$ cat config.mk
export PLATFORM = sky130hd
export DESIGN_NAME = pwm_center_3ph
export DESIGN_NICKNAME = d
export VERILOG_FILES = /design/src/rtl/pwm_pkg.sv /design/src/rtl/pwm_deadtime.sv /design/src/rtl/pwm_center_3ph.sv
export SDC_FILE = /design/constraint.sdc
export NUM_CORES = 1
export LEC_CHECK = 0
export CELL_PAD_IN_SITES_DETAIL_PLACEMENT = 0
export CELL_PAD_IN_SITES_GLOBAL_PLACEMENT = 1
export CORE_ASPECT_RATIO = 1.25
export CORE_UTILIZATION = 25
export CTS_BUF_LIST = sky130_fd_sc_hd__clkbuf_4 sky130_fd_sc_hd__clkbuf_8
export DETAILED_ROUTE_END_ITERATION = 12
export PLACE_DENSITY = 0.47
export RECOVER_POWER = 25
export SYNTH_ARGS = -nofsm -noshare
export SYNTH_HDL_FRONTEND = slang
export SYNTH_SLANG_ARGS = --single-unit
$ cat constraint.sdc
create_clock -name clk -period 4.5 [get_ports clk]
set_clock_uncertainty 0.2 [all_clocks]
set_input_delay 1.125 -clock clk [delete_from_list [all_inputs] [get_ports clk]]
set_output_delay 1.125 -clock clk [all_outputs]
set_load 0.005 [all_outputs]
$ cat src/rtl/pwm_pkg.sv
// Shared types and constant helpers for the centre-aligned PWM block.
package pwm_pkg;

    typedef enum logic {
        UP   = 1'b0,
        DOWN = 1'b1
    } dir_e;

    // Compare value that represents 1.0 for the given fractional precision.
    function automatic int unsigned pwm_one(input int unsigned frac_bits);
        return 32'd1 << frac_bits;
    endfunction

    // Full-scale compare value (2.0), also the triangle turnaround height.
    function automatic int unsigned pwm_max(input int unsigned frac_bits);
        return 32'd2 << frac_bits;
    endfunction

endpackage

$ cat src/rtl/pwm_deadtime.sv
// Per-phase dead-time inserter: a gate turns on only after its level has
// been held for DEADTIME cycles and drops the moment the level changes.
// The input is the phase level for the coming cycle, so the registered
// gates line up with the raw phase rather than trailing it.
module pwm_deadtime #(
    parameter int unsigned DEADTIME = 4
) (
    input  logic clk,
    input  logic rst_n,
    input  logic enable,
    input  logic p,
    output logic pwm_h,
    output logic pwm_l
);

    localparam int unsigned RW = (DEADTIME == 0) ? 1 : $clog2(DEADTIME + 1);
    localparam logic [RW-1:0] DT = RW'(DEADTIME);

    logic [RW-1:0] run_q;
    logic [RW-1:0] prior_c;
    logic [RW-1:0] run_d;
    logic          level_q;
    logic          seen_q;
    logic          same_c;

    // Count of earlier consecutive cycles at the current level, saturating.
    always_comb begin
        same_c  = seen_q && (p == level_q);
        prior_c = same_c ? run_q : '0;
        run_d   = (prior_c == DT) ? DT : prior_c + RW'(1);
    end

    // Run tracking and gate registers; disable wipes the history.
    always_ff @(posedge clk) begin
        if (!rst_n || !enable) begin
            run_q   <= '0;
            level_q <= 1'b0;
            seen_q  <= 1'b0;
            pwm_h   <= 1'b0;
            pwm_l   <= 1'b0;
        end else begin
            run_q   <= run_d;
            level_q <= p;
            seen_q  <= 1'b1;
            pwm_h   <= p && (prior_c >= DT);
            pwm_l   <= !p && (prior_c >= DT);
        end
    end

endmodule

$ cat src/rtl/pwm_center_3ph.sv
// Centre-aligned three-phase PWM: triangle carrier, double-buffered
// compare values applied at the period boundary, dead-time gate drive.
module pwm_center_3ph
    import pwm_pkg::*;
#(
    parameter int unsigned WIDTH           = 10,
    parameter int unsigned FRACTIONAL_BITS = 8,
    parameter int unsigned DEADTIME        = 4
) (
    input  logic                    clk,
    input  logic                    rst_n,
    input  logic                    enable,
    input  logic                    in_valid,
    input  logic signed [WIDTH-1:0] a,
    input  logic signed [WIDTH-1:0] b,
    input  logic signed [WIDTH-1:0] c,
    output logic [2:0]              pwm_h,
    output logic [2:0]              pwm_l,
    output logic                    period_start,
    output logic [2:0]              sat
);

    localparam int unsigned ONE = pwm_one(FRACTIONAL_BITS);
    localparam int unsigned MAX = pwm_max(FRACTIONAL_BITS);
    localparam int unsigned CW  = FRACTIONAL_BITS + 1;
    localparam int unsigned PW  = FRACTIONAL_BITS + 2;
    localparam int unsigned XW  = WIDTH + 1;

    localparam logic signed [XW-1:0] ONE_S   = XW'(ONE);
    localparam logic [CW-1:0]        CNT_TOP = CW'(MAX - 1);
    localparam logic [PW-1:0]        CMP_ONE = PW'(ONE);

    // Clamp to [-1, +1] and offset into 0..MAX; returns {sat, cmp}.
    function automatic logic [PW:0] map_cmp(input logic signed [WIDTH-1:0] x);
        logic signed [XW-1:0] xs;
        logic signed [XW-1:0] sum;
        logic                 s;
        xs = XW'(x);
        s  = 1'b0;
        if (xs > ONE_S) begin
            xs = ONE_S;
            s  = 1'b1;
        end else if (xs < -ONE_S) begin
            xs = -ONE_S;
            s  = 1'b1;
        end
        sum = xs + ONE_S;
        return {s, sum[PW-1:0]};
    endfunction

    logic [CW-1:0]          cnt_q;
    logic [CW-1:0]          cnt_d;
    dir_e                   dir_q;
    dir_e                   dir_d;
    logic                   running_q;
    logic                   running_d;
    logic                   load_c;
    logic                   ps_d;

    logic [2:0][PW-1:0]     pend_cmp_q;
    logic [2:0]             pend_sat_q;
    logic                   pend_flag_q;
    logic [2:0][PW-1:0]     act_cmp_q;

    logic signed [WIDTH-1:0] x_c [3];
    logic [2:0][PW-1:0]     new_cmp_c;
    logic [2:0]             new_sat_c;
    logic [2:0]             p_c;
    logic                   dt_en_c;

    assign x_c[0] = a;
    assign x_c[1] = b;
    assign x_c[2] = c;

    // Map incoming references to compare values and saturation flags.
    always_comb begin
        new_cmp_c = '0;
        new_sat_c = '0;
        for (int i = 0; i < 3; i++) begin
            {new_sat_c[i], new_cmp_c[i]} = map_cmp(x_c[i]);
        end
    end

    // Carrier next state; the first enabled cycle acts as a boundary so the
    // period starts cleanly at zero with any pending value applied.
    always_comb begin
        cnt_d     = cnt_q;
        dir_d     = dir_q;
        running_d = running_q;
        load_c    = 1'b0;
        ps_d      = 1'b0;
        if (!enable) begin
            cnt_d     = '0;
            dir_d     = UP;
            running_d = 1'b0;
        end else if (!running_q) begin
            running_d = 1'b1;
            load_c    = 1'b1;
            ps_d      = 1'b1;
        end else begin
            case (dir_q)
                UP: begin
                    if (cnt_q == CNT_TOP) begin
                        dir_d = DOWN;
                    end else begin
                        cnt_d = cnt_q + CW'(1);
                    end
                end
                DOWN: begin
                    if (cnt_q == '0) begin
                        dir_d  = UP;
                        load_c = 1'b1;
                        ps_d   = 1'b1;
                    end else begin
                        cnt_d = cnt_q - CW'(1);
                    end
                end
                default: begin
                    dir_d = UP;
                end
            endcase
        end
    end

    // Carrier state and period strobe registers.
    always_ff @(posedge clk) begin
        if (!rst_n) begin
            cnt_q        <= '0;
            dir_q        <= UP;
            running_q    <= 1'b0;
            period_start <= 1'b0;
        end else begin
            cnt_q        <= cnt_d;
            dir_q        <= dir_d;
            running_q    <= running_d;
            period_start <= ps_d;
        end
    end

    // Shadow buffer: latest write wins; a write on the boundary bypasses.
    always_ff @(posedge clk) begin
        if (!rst_n) begin
            pend_cmp_q  <= {3{CMP_ONE}};
            pend_sat_q  <= '0;
            pend_flag_q <= 1'b0;
            act_cmp_q   <= {3{CMP_ONE}};
            sat         <= '0;
        end else if (load_c) begin
            if (in_valid) begin
                act_cmp_q <= new_cmp_c;
                sat       <= new_sat_c;
            end else if (pend_flag_q) begin
                act_cmp_q <= pend_cmp_q;
                sat       <= pend_sat_q;
            end
            pend_flag_q <= 1'b0;
        end else if (in_valid) begin
            pend_cmp_q  <= new_cmp_c;
            pend_sat_q  <= new_sat_c;
            pend_flag_q <= 1'b1;
        end
    end

    // Raw phase level for the coming cycle: high while carrier is below cmp.
    always_comb begin
        p_c = '0;
        for (int i = 0; i < 3; i++) begin
            p_c[i] = PW'(cnt_q) < act_cmp_q[i];
        end
    end

    assign dt_en_c = enable && running_q;

    for (genvar i = 0; i < 3; i++) begin : g_phase
        pwm_deadtime #(
            .DEADTIME (DEADTIME)
        ) u_dt (
            .clk    (clk),
            .rst_n  (rst_n),
            .enable (dt_en_c),
            .p      (p_c[i]),
            .pwm_h  (pwm_h[i]),
            .pwm_l  (pwm_l[i])
        );
    end

endmodule

Word level (Yosys, flattened, before mapping)
Index checks and enable logic that the tools add are counted.
{"block": "op_classes", "add_sub_neg": 8, "n_mul": 0, "div_mod_pow": 0, "order_cmp": 12, "n_eq_ne": 9, "shift": 0, "n_mux": 34, "bitwise": 3, "reduce_logical": 26}
{"op": "$mux 10", "count": 6}
{"op": "$mux 30", "count": 2}
{"op": "$add 10x10->10 const B", "count": 3}
{"op": "$gt 10x10->1 const B", "count": 3}
{"op": "$lt 10x9->1 const B", "count": 3}
{"op": "$lt 9x10->1", "count": 3}
{"op": "$mux 3", "count": 8}
{"op": "$mux 9", "count": 2}
{"op": "$pmux 9 s2", "count": 1}
{"op": "$mux 1", "count": 14}
{"op": "$logic_and 1x1->1", "count": 10}
{"op": "$add 3x1->3 const B", "count": 3}
{"op": "$add 9x1->9 const B", "count": 1}
{"op": "$eq 3x3->1 const B", "count": 3}
{"op": "$eq 9x9->1 const B", "count": 1}
{"op": "$ge 3x3->1 const B", "count": 3}
{"op": "$logic_not 9->1", "count": 1}
{"op": "$sub 9x1->9 const B", "count": 1}
{"op": "$reduce_or 2->1", "count": 4}
{"op": "$reduce_and 2->1", "count": 3}
{"op": "$logic_not 1->1", "count": 5}
{"op": "$ne 2x2->1 const B", "count": 2}
{"op": "$eq 1x1->1", "count": 3}
{"op": "$not 1->1", "count": 3}
{"op": "4 further kinds", "count": 4}
{"block": "word_totals", "ff_bits": 98, "latch_bits": 0, "mem_bits_rw": 0, "mem_bits_ro": 0, "inputBits": 34, "elab_cells": 121, "memories": 0}

Longest topological paths before layout
{"block": "depth", "word_depth": 7, "mapped_depth": 14}

Hierarchy
Synthesis repeated with hierarchy kept, for this count alone.
{"block": "hier_totals", "cells_unflattened": 566, "area_unflattened_um2": 5167.5}
{"mod": "pwm_center_3ph", "n_inst": 1, "cells_each": 488, "area_per_inst_um2": 4307.9, "seq_area_each_um2": 1581.5}
{"mod": "pwm_deadtime", "n_inst": 3, "cells_each": 26, "area_per_inst_um2": 286.5, "seq_area_each_um2": 140.1}

Worst setup path after synthesis
No wires, ideal clock.
{"block": "synth_timing", "path_kind": "input to register", "start": "input a[0]", "end": "register sat[0]", "setup_time_ns": 0.116, "arrival_time_ns": 2.488, "required_ns": 4.184, "slack_ns": 1.696, "path_stages": 7, "n_path_buf": 1, "cell_sequence": "nor4_1 -> nand2_1 -> a21oi_1 -> and2_1 -> clkbuf_1 -> or3_1 -> a21boi_1"}
{"block": "synth_between", "elab_chain_cells": 4}
{"element": "from (decl)", "line_no": "pwm_center_3ph.sv:14", "rtl": "input logic signed [WIDTH-1:0] a,"}
{"element": "$lt 10x9->1", "line_no": "pwm_center_3ph.sv:43", "rtl": "end else if (xs < -ONE_S) begin"}
{"element": "$mux 1", "line_no": "pwm_center_3ph.sv:43"}
{"element": "$mux 1 (*)", "line_no": "pwm_center_3ph.sv:40", "rtl": "if (xs > ONE_S) begin"}
{"element": "$mux 3 (*)", "line_no": "pwm_center_3ph.sv:149", "rtl": "if (in_valid) begin"}
{"element": "to (signal assigned)", "line_no": "pwm_center_3ph.sv:151", "rtl": "sat <= new_sat_c;"}
{"element": "to (signal assigned)", "line_no": "pwm_center_3ph.sv:154", "rtl": "sat <= pend_sat_q;"}
{"element": "to (decl)", "line_no": "pwm_center_3ph.sv:20", "rtl": "output logic [2:0] sat"}
Every way passes the cells marked *; elsewhere a longest branch is shown, timed or not.
A chain may end at the register's enable or synchronous reset.

Final worst setup path
{"block": "layout_timing", "start": "input rst_n", "end": "register pend_cmp_q[8] in the netlist's numbering"}
{"element": "from (decl)", "line_no": "pwm_center_3ph.sv:11", "rtl": "input logic rst_n,"}
{"element": "to (signal assigned)", "line_no": "pwm_center_3ph.sv:143", "rtl": "pend_cmp_q <= {3{CMP_ONE}};"}
{"element": "to (signal assigned)", "line_no": "pwm_center_3ph.sv:158", "rtl": "pend_cmp_q <= new_cmp_c;"}
{"element": "to (decl)", "line_no": "pwm_center_3ph.sv:60", "rtl": "logic [2:0][PW-1:0] pend_cmp_q;"}
No word-level cell between the ends.

==> impl_metrics.toml <==
[clock_network]
post-cts-setup-buffers = 0
ctsLongestPathBuffers = 2
post_cts_resized = 0
cts_hold_buf = 0
cts_root_buf = "clkbuf_8"
cts_tree = "yes"
htreeDepth = 3
cts_buffers = 9
clock_latency_ns = 0.39
cts.sinks = 98
clk_pin_slew_worst_paths_ns = 0.11

[die]
die_w_um = 131
num_rows = 58
ioPinCount = 44
coreArea_mm2 = 0.0203
initial_utilization_pct = 25.8
die_area_mm2 = 0.0215
dieHeight_um = 164

[logic_synthesis]
synth_ff_type = "dfxtp_1"
synth_cell_types = 53
syn_inst = 612
ys_ff_latch = 98
syn_nets = 684
syn_area_per_cell_um2 = 8.55
async_flop_share_pct = 0
yosysWarnings = 0
synth-edff-count = 0
syn_area_mm2 = 0.00523
ys_seq_area_share_pct = 37.5

[drt]
drt_iter0_drc = 165
wire_per_inst_um = 15.1
wl_mm = 13.7
avgViaCountPerCell = 4.76
first_pass_iters = 4
route.detailed.drc = 0
vias = 4314
ant_nets = 0

[critical_path]
endpoint_kind = "flop"
path_max_fanout = 67
path_class = "input pin to flop"
worstPathArrival_ns = 3.69
cp.required_ns = 4.41
cp-start-kind = "input pin"

[placement]
dp_hpwl_mm = 9.81
place_congestion = 0.667
place_ws_ns = 1.12
port_buffers = 43

[cells_and_area]
final_common_cell = "dfxtp_1"
multi_input_area_mm2 = 0.00294
utilization_pct = 30.1
drive_above_1_share_pct = 4.87
nFillCells = 2199
nNetsFinal = 704
seq_area_mm2 = 0.00196
final_cell_mix = "dfxtp_1 (98), nand2_1 (58), nor2_1 (49), inv_1 (38)"
n_antenna_cell = 0
syn_to_final_growth_pct = 16.8

[sta]
min_period_ns = 3.77
setup_viol = 0
rsz0062_at_grt = "false"
tns_ns = 0
holdWs_ns = 0.259
final_hold_viol_count = 0
slew_viol_final = 68
fin_ws_ns = 0.725
fmax_mhz = 265
slew_headroom_pct = -77.8
worst_pin_slew_ns = 2.67
period_share_pct = 83.9

[global_routing]
grt_pass1_vias = 4235
grt_usage_pct = 13.4
grt_max_degree = 68
overflow = 0
grt_first_pass_wirelength_mm = 22.5
antenna_found_initial = 0

[power]
ir_drop_uv = 181
p_per_area_mw_per_mm2 = 314
seqPwrFrac_pct = 48.6
clkPwrFrac_pct = 38.7
power_switching_share_pct = 26.2
p_int_w = 0.00141
combPwrFrac_pct = 12.7
leakage_nw = 2.36
p_switching_w = 0.000502
p_total_w = 0.00192

[outcome]
status = "finished with violations"
violations = "capacitance limit, slew limit"

[job]
maxCapViolCount = 1

[hold_path]
hold_class = "flop to flop"
-- worst max-delay path: stages --
cell	delay [ns]
clkbuf_1	0.17
clkbuf_1	1.93
o311ai_0	0.46
-- metal layers --
layer | track usage (%) | vias to the layer above | share of wire [%]
met2 | 22.9 | 57 | 47
met1 | 17.1 | 2022 | 48
met5 | 0 | - | 0
met4 | 5.13 | 0 | 1.4
met3 | 1.88 | 11 | 2.8
li1 | - | 2224 | -
-- power groups by stage --
stage               Combinational (W)  Sequential (W)  Clock, W
finish                       0.000244        0.000931  0.000741
floorplan                    0.000159        0.000942         0
CTS                          0.000249        0.000932  0.000771
global placement             0.000246        0.000951         0
global route                 0.000275        0.000937  0.000804
detailed placement           0.000248        0.000952         0
-- path summary, 6_finish.rpt --
path | to | startpoint | slack (ns) | cells after the start
hold / removal | g_phase[2].u_dt.pwm_l$_SDFF_PN0_ | g_phase[2].u_dt.level_q$_SDFF_PN0_ | 0.26 | 1
setup / recovery | pend_cmp_q[8]$_SDFFE_PN1P_ | rst_n | 0.73 | 3
hold reg to reg | g_phase[2].u_dt.pwm_l$_SDFF_PN0_ | g_phase[2].u_dt.level_q$_SDFF_PN0_ | 0.26 | 1
setup reg to reg | g_phase[0].u_dt.run_q[2]$_SDFF_PN0_ | cnt_q[5]$_SDFFE_PN0P_ | 1.18 | 11
-- Yosys cell counts (7+ instances only) --
library cell	n	share of area, %
dfxtp_1	98	37
nand2_1	58	4.2
nor2_1	50	3.6
inv_1	38	2.7
ha_1	37	8.8
nand3_1	37	3.5
a21boi_0	29	4.2
clkbuf_1	25	1.8
nor2b_1	25	3.0
o21ai_0	22	2.1
a311oi_1	19	3.2
nor3b_1	19	2.7
a21oi_1	14	1.3
mux2i_1	10	1.9
o211ai_1	10	1.4
a211oi_1	8	1.1
a221oi_1	8	1.3
buf_2	7	0.67
nand4_1	7	0.84
nor4_1	7	0.84
xnor2_1	7	1.2
-- cell type report --
class / count / share of cell area, %
clock inverter: 5 / 1.76
clock buffer: 11 / 2.48
tap: 270 / 5.53
multi-input combinational: 434 / 48.0
sequential: 98 / 32.1
inverter: 38 / 2.33
timing repair buffer: 51 / 7.78
-- sequential cells by signal (all words and copies together) (netlist names) --
name,cells
pend_cmp_q,30
running_q,1
g_phase.u_dt.pwm_h,3
g_phase.u_dt.pwm_l,3
pend_sat_q,3
period_start,1
cnt_q,9
g_phase.u_dt.run_q,9
pend_flag_q,1
g_phase.u_dt.level_q,3
act_cmp_q,30
dir_q,1
sat,3
g_phase.u_dt.seen_q,1
-- per-stage QoR --
stage | cells | cell area, µm²
after CTS | 907 | 6120
after global routing | 907 | 6110
after detailed placement | 891 | 5860
final | 907 | 6110
after global placement | 891 | 5860
after floorplan | 612 | 5230
-- cells by family after synthesis --
logic type	after synthesis	synth area share, %
AOI/OAI and AO/OA	145	20.6
xor gates and xnor gates	9	1.51
adders and majority gates	38	9.23
buffers and inverters	80	6.48
DFF	98	37.5
muxes	11	2.13
and+or+nand+nor	231	22.6
Note: power is estimated with default switching activity, not from simulation.
